<file path="src/rtl/traffic_light_timed.sv">
// Highway/farm-road light controller with built-in interval timer, all-red clearance,
// latched pedestrian WALK, farm-green max-out and night flashing; lamps are Moore-decoded.
module traffic_light_timed #(
  parameter int CNT_W       = 8,
  parameter int T_GREEN_MIN = 16,
  parameter int T_YELLOW    = 4,
  parameter int T_ALLRED    = 2,
  parameter int T_FARM_MAX  = 12,
  parameter int T_WALK      = 8,
  parameter int FLASH_HALF  = 4
) (
  input  logic       clk,
  input  logic       reset,
  input  logic       c,
  input  logic       p,
  input  logic       night,
  output logic       HG,
  output logic       HY,
  output logic       HR,
  output logic       FG,
  output logic       FY,
  output logic       FR,
  output logic       walk,
  output logic [2:0] state
);

  localparam logic [2:0] S_HG    = 3'd0;
  localparam logic [2:0] S_HY    = 3'd1;
  localparam logic [2:0] S_AR1   = 3'd2;
  localparam logic [2:0] S_FG    = 3'd3;
  localparam logic [2:0] S_FY    = 3'd4;
  localparam logic [2:0] S_AR2   = 3'd5;
  localparam logic [2:0] S_FLASH = 3'd6;

  localparam logic [CNT_W-1:0] L_GREEN  = CNT_W'(T_GREEN_MIN - 1);
  localparam logic [CNT_W-1:0] L_YELLOW = CNT_W'(T_YELLOW - 1);
  localparam logic [CNT_W-1:0] L_ALLRED = CNT_W'(T_ALLRED - 1);
  localparam logic [CNT_W-1:0] L_FARM   = CNT_W'(T_FARM_MAX - 1);
  localparam logic [CNT_W-1:0] L_FLASH  = CNT_W'(FLASH_HALF - 1);
  localparam logic [CNT_W-1:0] WALK_MIN = CNT_W'(T_FARM_MAX - T_WALK);

  logic [CNT_W-1:0] count;
  logic [CNT_W-1:0] load_val;
  logic [2:0]       next_state;
  logic             ped_pend;
  logic             served;
  logic             flash_ph;
  logic             tz;
  logic             fg_entry;

  assign tz       = (count == '0);
  assign walk     = (state == S_FG) && served && (count >= WALK_MIN);
  assign fg_entry = (state == S_AR1) && (next_state == S_FG);

  // night is tested before c/walk so it wins in S_AR1 and S_FG
  always_comb begin
    next_state = state;
    case (state)
      S_HG:    if (tz && (c || ped_pend || night)) next_state = S_HY;
      S_HY:    if (tz) next_state = S_AR1;
      S_AR1:   if (tz) next_state = night ? S_FLASH : S_FG;
      S_FG:    if (tz || night || (!c && !walk)) next_state = S_FY;
      S_FY:    if (tz) next_state = S_AR2;
      S_AR2:   if (tz) next_state = S_HG;
      S_FLASH: if (tz && !night) next_state = S_AR2;
      default: next_state = S_HG;
    endcase
  end

  always_comb begin
    load_val = L_GREEN;
    case (next_state)
      S_HY, S_FY:   load_val = L_YELLOW;
      S_AR1, S_AR2: load_val = L_ALLRED;
      S_FG:         load_val = L_FARM;
      S_FLASH:      load_val = L_FLASH;
      default:      load_val = L_GREEN;
    endcase
  end

  always_ff @(posedge clk or negedge reset) begin
    if (!reset) begin
      state    <= S_HG;
      count    <= L_GREEN;
      ped_pend <= 1'b0;
      served   <= 1'b0;
      flash_ph <= 1'b1;
    end else begin
      state <= next_state;
      if (next_state != state)
        count <= load_val;
      else if (state == S_FLASH && tz)
        count <= L_FLASH;
      else if (!tz)
        count <= count - CNT_W'(1);

      // a request arriving on the clearing edge is kept for the next farm phase
      ped_pend <= (ped_pend && !fg_entry) || p;

      if (fg_entry)
        served <= ped_pend;
      else if (state == S_FG && next_state != S_FG)
        served <= 1'b0;

      if (next_state == S_FLASH && state != S_FLASH)
        flash_ph <= 1'b1;
      else if (state == S_FLASH && tz)
        flash_ph <= ~flash_ph;
    end
  end

  always_comb begin
    HG = 1'b0; HY = 1'b0; HR = 1'b0;
    FG = 1'b0; FY = 1'b0; FR = 1'b0;
    case (state)
      S_HG:         begin HG = 1'b1; FR = 1'b1; end
      S_HY:         begin HY = 1'b1; FR = 1'b1; end
      S_AR1, S_AR2: begin HR = 1'b1; FR = 1'b1; end
      S_FG:         begin HR = 1'b1; FG = 1'b1; end
      S_FY:         begin HR = 1'b1; FY = 1'b1; end
      S_FLASH:      begin HY = flash_ph; FR = flash_ph; end
      default:      ;
    endcase
  end

endmodule

</file>
<file path="config.mk">
export PLATFORM = sky130hd
export DESIGN_NAME = traffic_light_timed
export DESIGN_NICKNAME = d
export VERILOG_FILES = /design/src/rtl/traffic_light_timed.sv
export SDC_FILE = /design/constraint.sdc
export NUM_CORES = 1
export LEC_CHECK = 0
export CAP_MARGIN = 0
export CORE_MARGIN = 2
export CORE_UTILIZATION = 56
export DETAILED_ROUTE_END_ITERATION = 16
export HOLD_SLACK_MARGIN = 0.08
export PLACE_DENSITY = 0.79
export SLEW_MARGIN = 20
export SYNTH_ARGS = -nofsm -noshare
export SYNTH_HDL_FRONTEND = slang
export SYNTH_SLANG_ARGS = --single-unit
</file>
<file path="constraint.sdc">
create_clock -name clk -period 6.8 [get_ports clk]
set_clock_uncertainty 0.2 [all_clocks]
set_input_delay 1.36 -clock clk [delete_from_list [all_inputs] [get_ports clk]]
set_output_delay 1.36 -clock clk [all_outputs]
set_load 0.005 [all_outputs]
</file>
# Word level (Yosys, flattened, before mapping)
# Index checks and enable logic that the tools add are counted.
# word_totals
reg_bits	14
latchBits	0
ramBits	0
mem_bits_ro	0
out_inout_bits	10
word_cells	74
n_memories	0
# classes
n_addsub	1
mul	0
div_mod_pow	0
magnitude_cmp	1
n_eq_ne	16
shifts	0
muxes	23
bitwise	1
reduce_logical	27
# op_table
cell	n
2-to-1 mux 3 bit	8
2-to-1 mux 8 bit	3
one-hot mux 3 bit (7 select lines)	1
== test 3 bit, second input constant	6
== test 3 x 2 -> 1 bit, second input constant	4
one-hot mux 4 bit (3 select lines)	1
logical AND 1 bit	10
greater-or-equal comparator 8 x 3 -> 1 bit, second input constant	1
zero test 8 bit	1
2-to-1 mux 1 bit	8
OR reduction 4 bit	2
subtractor 8 x 1 -> 8 bit, second input constant	1
== test 3 x 1 -> 1 bit, second input constant	2
logical OR 1 bit	5
zero test 1 bit	4
one-hot mux 1 bit (2 select lines)	2
nonzero test 2 bit	2
zero test 3 bit	1
!= test 3 x 1 -> 1 bit, second input constant	1
!= test 3 x 2 -> 1 bit, second input constant	1
!= test 3 bit	1
!= test 3 bit, second input constant	1
OR reduction 3 bit	1
OR reduction 2 bit	1
inverter 1 bit	1

# Depth between registers and ports, before layout
# Gate-level depths: netlist (run 1).
# logic_depth
word_depth	13
mapped_depth	9

# Worst setup path after synthesis (run 1)
# Ideal clock, no wire load.
# synth_timing
path_kind	input port to flip-flop
startpoint	in c
endpoint	reg count[3]
setup_time_ps	98
t_arrival_ps	2778
slack_ps	3724
stages	6
n_path_buf	1
cell_sequence	or4_1 nor2_1 nor3_1 or3b_1 clkbuf_1 o311ai_1
# synth_via
elab_chain_cells	9
# synth_rtl
element	line	text
start, declared	14	input logic c,
zero test 1 bit / logical OR 1 bit (equally long branches)	62, 59	
logical AND 1 bit / logical OR 1 bit (equally long branches)	62, 59	
logical OR 1 bit / logical AND 1 bit (equally long branches)	62, 59	
2-to-1 mux 3 bit, on equally long branches	62, 59	
one-hot mux 3 bit (7 select lines) *	58	case (state)
== test 3 bit, or another cell as far along	72	case (next_state)
OR reduction 3 bit (no line) / OR reduction 2 bit (equally long branches)	n/a	
one-hot mux 4 bit (3 select lines)	72	
2-to-1 mux 8 bit	90	if (next_state != state)
end signal, assigned	91	count <= load_val;
end signal, assigned	95	count <= count - CNT_W'(1);
end, declared	42	logic [CNT_W-1:0] count;
# Every way passes the cells marked *; elsewhere a longest branch is shown, timed or not.
# A chain may end at the register's enable or synchronous reset.

# Worst setup path in the final report (run 1)
# layout_timing
startpoint	reg count[5]
endpoint	out walk
# layout_via
elab_chain_cells	2
# layout_rtl
element	line	text
greater-or-equal comparator 8 x 3 -> 1 bit	52	assign walk = (state == S_FG) && served && (count >= WALK_MIN);
logical AND 1 bit	52	
end, declared	23	output logic walk,
# Every way passes these cells.

==> results by group, run 1 <==
Logic synthesis
  – Combinational family with the most area after synthesis: simple AND/OR/NAND/NOR gates
  – Mux cell area share after synthesis: 1.027%
  – Post-Synthesis Cells: 116
  – Synth top area share: 23.11%
  – Simple-gate share of the synthesized area: 30.81%
  – Syn Std Cell Area: 974.7 sq um
  – FF+latch count, synth: 14
  – Sequential-to-total area share from yosys stat: 36.59%
  – Count of cell types in the netlist: 42
  – Xor and xnor area share after synthesis: 4.493%
  – Post-Synth Adder-Cell Area: 2.567%
  – Yosys warns: 0
  – Synth Flop Type: dfrtp_1
  – Async SR Flop Fraction: 100.0%
  – Syn Nets: 123
  – Syn Area/Cell: 8.402 sq um
  – Synth area leaders: dfrtp_1 23%, dfstp_2 13%, nor2_1 5.4%
  – Cell taking the most area after synthesis: dfrtp_1
  – Synth Area in Compound Gates: 20.54%
  – EDFF count, synth: 0

Global route
  – Grt total ovfl: 0
  – Gr usage total: 25.14%
  – Met2 Usage GRT: 36.06%
  – GRT busiest layer: met2
  – Vias in the first global route: 833
  – Initial antenna violation count: 0
  – Largest net degree at the start of global routing: 17
  – Met3 Use GR: 4.762%
  – GR Layer Usage met1: 35.64%
  – First-pass GRT wire length: 3684 um

Die
  – Ports: 15
  – Die Wd: 45.72 um
  – Effective utilization at floorplan: 57.70%
  – Die Ht: 45.72 um
  – Core box area: 1689 sq um
  – Die Area: 2090 sq um
  – FP Rows: 15

Finish
  – Net count, final: 136
  – FILL cells: 147
  – Final Non-Filler Cells: 145
  – Share of cells above drive strength 1: 9.375%
  – Core Util, Final: 67.41%
  – Inserted Diodes: 0
  – Area growth syn-to-layout: 16.82%

CTS
  – Num Clock Sinks: 14
  – Clk buf depth: 2
  – Root Driver: clkbuf_4
  – H-tree Lvls: 1
  – CTS Hold Bufs: 0
  – CTS tree: built
  – Register clock-pin slew on the reported worst setup and hold paths: 0.09 ns
  – Post-CTS Setup Inserts: 0
  – Clock Latency Late Sink: 0.29 ns
  – Number of buffers created by CTS: 3
  – PostCTS Resize Cnt: 0

Route
  – Vias per Instance: 6.441
  – Drt drc: 0
  – Post-route ant nets: 0
  – Total wire length: 2254 um
  – First-pass DRT Iterations: 4
  – Initial drt markers: 34
  – Wirelength per Cell: 15.54 um
  – Vias: 934

STA
  – Slew headroom: 36.39%
  – Slew Viols, Final: 0
  – Final-report hold violation count: 0
  – Final min period: 3.767 ns
  – PnR worst setup slack: 3.033 ns
  – Setup TNS: 0 ns
  – RSZ-0062 raised after global routing: false
  – Crit share post-route: 55.40%
  – Worst slew pin tran: 0.9454 ns
  – FMAX: 265.5 MHz
  – Setup-failing EPs final: 0

Place
  – Place WS: 3.208 ns
  – RePlAce Congestion: 0.9003
  – DP Cell Count: 141
  – Port Buf Inserts: 14
  – Detailed Place HPWL: 1761 um

Setup path
  – Maximum fanout along the worst path: 6
  – Worst Path Required: 5.24 ns
  – Startpoint types: flip-flop
  – Setup CP Type: flip-flop to primary output
  – Critical Path AT: 2.21 ns
  – Worst Setup End Kind: primary output

Worst hold path
  – Hold WC Path Type: flip-flop to flip-flop

Outcome
  – Run status: finished, final reports clean

Pwr
  – Lkg Pwr: 0.4593 nW
  – Max VDD drop: 0.2443 mV
  – Pwr dens: 418.4 nW/um^2
  – Power Total: 0.4764 mW

Run
  – Maxcap violations: 0
## power breakdown
group	switching [mW]	internal (mW)	total, mW	leakage [nW]
sequential	0.0542	0.129	0.184	0.154
clock	0.0266	0.0228	0.0494	0.0150
combinational	0.119	0.125	0.243	0.291
## state kept, by name, indices dropped and copies added (netlist names)
signal	count
ped_pend	1
state	3
flash_ph	1
served	1
count	8
## synthesized netlist by cell type, drive strengths merged (2+ instances only)
master	instances
or3b	2
clkbuf	5
nand2	9
a31oi	4
nor2b	2
o21ai	5
or4	3
inv	4
nor3	7
nor3b	2
nand3	2
o31ai	3
dfrtp	9
dfstp	5
ha	2
or2	2
a21oi	2
nor2	14
xor2	2
nor4	2
nand2b	5
or3	3
o22ai	2
xnor2	3
## kinds of logic (layout without fill, tap and decap cells)
| group | Yosys count | count (layout) |
|---|---|---|
| xor+xnor | 5 | 5 |
| mux | 1 | 1 |
| simple gates | 56 | 56 |
| buf+inv | 10 | 22 |
| flops | 14 | 14 |
| fa+ha+maj | 2 | 2 |
| compound gates | 28 | 28 |
## through the flow
step           hold WS [ns]  cell area [sq um]
2_1_floorplan        0.2624              974.7
3_3_place_gp         0.2904               1112
3_5_place_dp         0.2924               1112
4_1_cts              0.3132               1139
5_1_grt              0.3294               1139
6_report             0.3094               1139
## layer usage
metal,up-vias,wire [um]
met5,-,0
met4,0,32
met3,4,163
met2,49,1047
met1,431,1011
li1,450,-
## worst paths after layout
check,from,to,slack [ns],cells after the start
worst min register to register,ped_pend,ped_pend,0.31,1
max in group asynchronous,reset,count[7],4.73,1
worst min-delay path,ped_pend,ped_pend,0.31,1
worst max-delay path,count[5],walk,3.03,3
min in group asynchronous,reset,state[2],1.26,1
worst max register to register,count[1],ped_pend,4.05,7
## layout by cell type (no fill, tap or decap), types with 2 or more instances in the layout
cell | Yosys | final
a31oi_1 | 4 | 4
dfstp_2 | 5 | 5
or2_2 | 2 | 2
dfrtp_1 | 9 | 9
o21ai_0 | 5 | 5
nand3_1 | 2 | 2
nor3b_1 | 2 | 2
ha_1 | 2 | 2
a21oi_1 | 2 | 2
inv_1 | 4 | 4
nor4_1 | 2 | 2
nand2_1 | 9 | 9
nor3_1 | 7 | 7
o31ai_1 | 3 | 3
xnor2_1 | 3 | 3
nor2b_1 | 2 | 2
o22ai_1 | 2 | 2
nor2_1 | 14 | 14
or4_1 | 3 | 3
clkbuf_4 | 0 | 3
xor2_1 | 2 | 2
nand2b_1 | 5 | 5
clkdlybuf4s50_1 | 0 | 14
or3_1 | 3 | 3
## critical path, stage by stage, from the launching register on
cell and delay, ns:
dfrtp_1 0.44, nor4_1 0.83, a211oi_1 0.18, clkdlybuf4s50_1 0.48
## cell type report
class / instances / area, sq um / area share, %
timing repair buffer: 14 / 140.1 / 12.31
tap: 17 / 21.27 / 1.868
sequential: 14 / 356.6 / 31.32
clock buffer: 4 / 26.28 / 2.308
multi-input combinational: 92 / 579.3 / 50.88
inverter: 4 / 15.01 / 1.319
(Power assumes the default switching activity.)
==> inputs of run 2 (changes only) <==
--- a/config.mk
+++ b/config.mk
@@ -7,10 +7,10 @@
 export LEC_CHECK = 0
 export CAP_MARGIN = 0
 export CORE_MARGIN = 2
-export CORE_UTILIZATION = 56
+export CORE_UTILIZATION = 52
 export DETAILED_ROUTE_END_ITERATION = 16
 export HOLD_SLACK_MARGIN = 0.08
-export PLACE_DENSITY = 0.79
+export PLACE_DENSITY = 0.74
 export SLEW_MARGIN = 20
 export SYNTH_ARGS = -nofsm -noshare
 export SYNTH_HDL_FRONTEND = slang
==> constraint.sdc (replaced) <==
create_clock -name clk -period 3.5 [get_ports clk]
set_clock_uncertainty 0.2 [all_clocks]
set_input_delay 0.7 -clock clk [delete_from_list [all_inputs] [get_ports clk]]
set_output_delay 0.7 -clock clk [all_outputs]
set_load 0.005 [all_outputs]
==> results by group, run 2 (synthesized netlist as in run 1, its figures left out) <==
CTS
  – Root Driver: clkbuf_4 (unchanged)
  – Post-CTS Setup Inserts: 0 (unchanged)
  – Number of buffers created by CTS: 3 (unchanged)
  – Clk buf depth: 2 (unchanged)
  – H-tree Lvls: 1 (unchanged)
  – CTS tree: built (unchanged)
  – PostCTS Resize Cnt: 0 (unchanged)
  – Num Clock Sinks: 14 (unchanged)
  – Register clock-pin slew on the reported worst setup and hold paths: 0.08 ns (was 0.09 ns)
  – CTS Hold Bufs: 0 (unchanged)
  – Clock Latency Late Sink: 0.28 ns (was 0.29 ns)

Place
  – RePlAce Congestion: 0.9224 (was 0.9003)
  – Port Buf Inserts: 14 (unchanged)
  – Detailed Place HPWL: 1602 um (was 1761 um)

Die
  – Effective utilization at floorplan: 55.84% (was 57.70%)
  – FP Rows: 15 (unchanged)
  – Die Area: 2237 sq um (was 2090 sq um)
  – Core box area: 1745 sq um (was 1689 sq um)
  – Ports: 15 (unchanged)
  – Die Wd: 47.30 um (was 45.72 um)
  – Die Ht: 47.30 um (was 45.72 um)

Setup path
  – Slowest stage cell, crit path: dfrtp_1 (was nor4_1)
  – CP cell instances: nor2b_1 > nand2_1 > a211oi_1 > clkdlybuf4s50_1 (was nor4_1 > a211oi_1 > clkdlybuf4s50_1)
  – Maximum fanout along the worst path: 14 (was 6)
  – Startpoint types: flip-flop (unchanged)
  – Worst Path Required: 2.60 ns (was 5.24 ns)
  – CP peak stage delay: 0.57 ns (was 0.83 ns)
  – Setup CP Type: flip-flop to primary output (unchanged)
  – Critical Path AT: 1.98 ns (was 2.21 ns)
  – Worst Setup End Kind: primary output (unchanged)

Finish
  – Share of cells above drive strength 1: 10.08% (was 9.375%)
  – Area growth syn-to-layout: 18.61% (was 16.82%)
  – Commonest non-fill, non-tap cells in the layout: 14 x nor2_1, 14 x clkdlybuf4s50_1, 9 x nand2_1, 9 x dfrtp_1, 7 x nor3_1 (unchanged)
  – FILL cells: 164 (was 147)
  – Inserted Diodes: 0 (unchanged)
  – Biggest regs: count x8, state x3 (unchanged)
  – Most flops, register: count (unchanged)
  – Net count, final: 137 (was 136)
  – Max reg flops: 8 (unchanged)

STA
  – FMAX: 347.7 MHz
  – Setup TNS: 0 ns (unchanged)
  – Slew headroom: 56.20% (was 36.39%)
  – Worst slew pin tran: 0.6545 ns (was 0.9454 ns)
  – Slew Viols, Final: 0 (unchanged)
  – Crit share post-route: 82.17%
  – Hold WS: 0.3339 ns (was 0.3094 ns)
  – Final-report hold violation count: 0 (unchanged)
  – RSZ-0062 raised after global routing: false (unchanged)
  – Final min period: 2.876 ns
  – Setup-failing EPs final: 0 (unchanged)

Route
  – Vias per Instance: 5.838 (was 6.441)
  – Vias: 899 (was 934)
  – Wirelength per Cell: 14.18 um (was 15.54 um)
  – Total wire length: 2184 um (was 2254 um)
  – Post-route ant nets: 0 (unchanged)
  – Initial drt markers: 31 (was 34)
  – Drt drc: 0 (unchanged)
  – First-pass DRT Iterations: 4 (unchanged)

Global route
  – First-pass GRT wire length: 3760 um (was 3684 um)
  – Vias in the first global route: 826 (was 833)
  – Largest net degree at the start of global routing: 17 (unchanged)
  – Gr usage total: 24.18% (was 25.14%)
  – Grt total ovfl: 0 (unchanged)
  – Initial antenna violation count: 0 (unchanged)

Pwr
  – Int Pwr: 0.5449 mW (was 0.2770 mW)
  – Flop pwr share: 38.3% (was 38.5%)
  – Sw Share: 40.96% (was 41.85%)
  – Comb pwr share: 51.7% (was 51.1%)
  – Clk network pwr share: 10.0% (was 10.4%)
  – Max VDD drop: 0.5089 mV (was 0.2443 mV)
  – P_sw: 0.3781 mW (was 0.1993 mW)
  – Lkg Pwr: 0.4645 nW (was 0.4593 nW)
  – Pwr dens: 798.4 nW/um^2 (was 418.4 nW/um^2)

Run
  – Maxcap violations: 0 (unchanged)

Worst hold path
  – Hold WC Path Type: flip-flop to flip-flop (unchanged)

Outcome
  – Run status: finished, final reports clean (unchanged)
==> run 2: cell types whose count changed in the layout (fill, tap and decap cells not counted) <==
cell / before / now
buf_4: 0 / 1
==> run 2: layout make-up <==
cell class                      instances  area [sq um]  area share, %
Clock buffer                            4         26.28          2.273
Inverter                                4         15.01          1.299
Multi-Input combinational cell         92         579.3          50.11
Sequential cell                        14         356.6          30.84
Tap cell                               25         31.28          2.706
Timing Repair Buffer                   15         147.6          12.77
==> run 2: path summary, 6_finish.rpt <==
kind / depth (start not counted) / slack (ns) / endpoint / from
worst max-delay path: 4 / 0.62 / walk / state[1]
worst min-delay path: 1 / 0.33 / ped_pend / ped_pend
worst max register to register: 7 / 0.73 / ped_pend / count[1]
worst min register to register: 1 / 0.33 / ped_pend / ped_pend
max in group asynchronous: 1 / 2.10 / count[6] / reset
min in group asynchronous: 1 / 0.60 / count[4] / reset
==> run 2: metrics by stage <==
step	instances	total power [mW]	setup slack, ns	utilization, %	instance area, sq um
after global placement	150	0.8220	0.6017	64.73	1130
after floorplan	116	0.6534	0.8573	-	974.7
after global routing	154	1.014	0.4796	66.24	1156
after CTS	154	0.9246	0.6266	66.24	1156
after detailed placement	150	0.8270	0.5391	64.73	1130
final	154	0.9230	0.6240	66.24	1156
==> run 2: worst max-delay path, delay by kind of cell, from the launching register on <==
kind	cells	cell delay [ns]
DFF	1	0.57
buffers and inverters	1	0.53
and+or+nand+nor	2	0.38
AOI/OAI and AO/OA	1	0.22
==> run 2: metal layers <==
metal	part of all wire [%]	vias to the layer above	GRT usage (%)
met3	6.7	2	6.923
met1	48	409	36.56
met2	44	34	32.97
met4	0.55	0	7.222
li1	-	454	-
met5	0	-	0
==> run 2: power by group through the flow <==
stage / logic [mW] / clock network [mW] / registers [mW]
floorplan: 0.343 / 0 / 0.311
global placement: 0.470 / 0 / 0.352
detailed placement: 0.477 / 0 / 0.350
CTS: 0.477 / 0.0967 / 0.351
global route: 0.540 / 0.105 / 0.368
finish: 0.477 / 0.0923 / 0.354
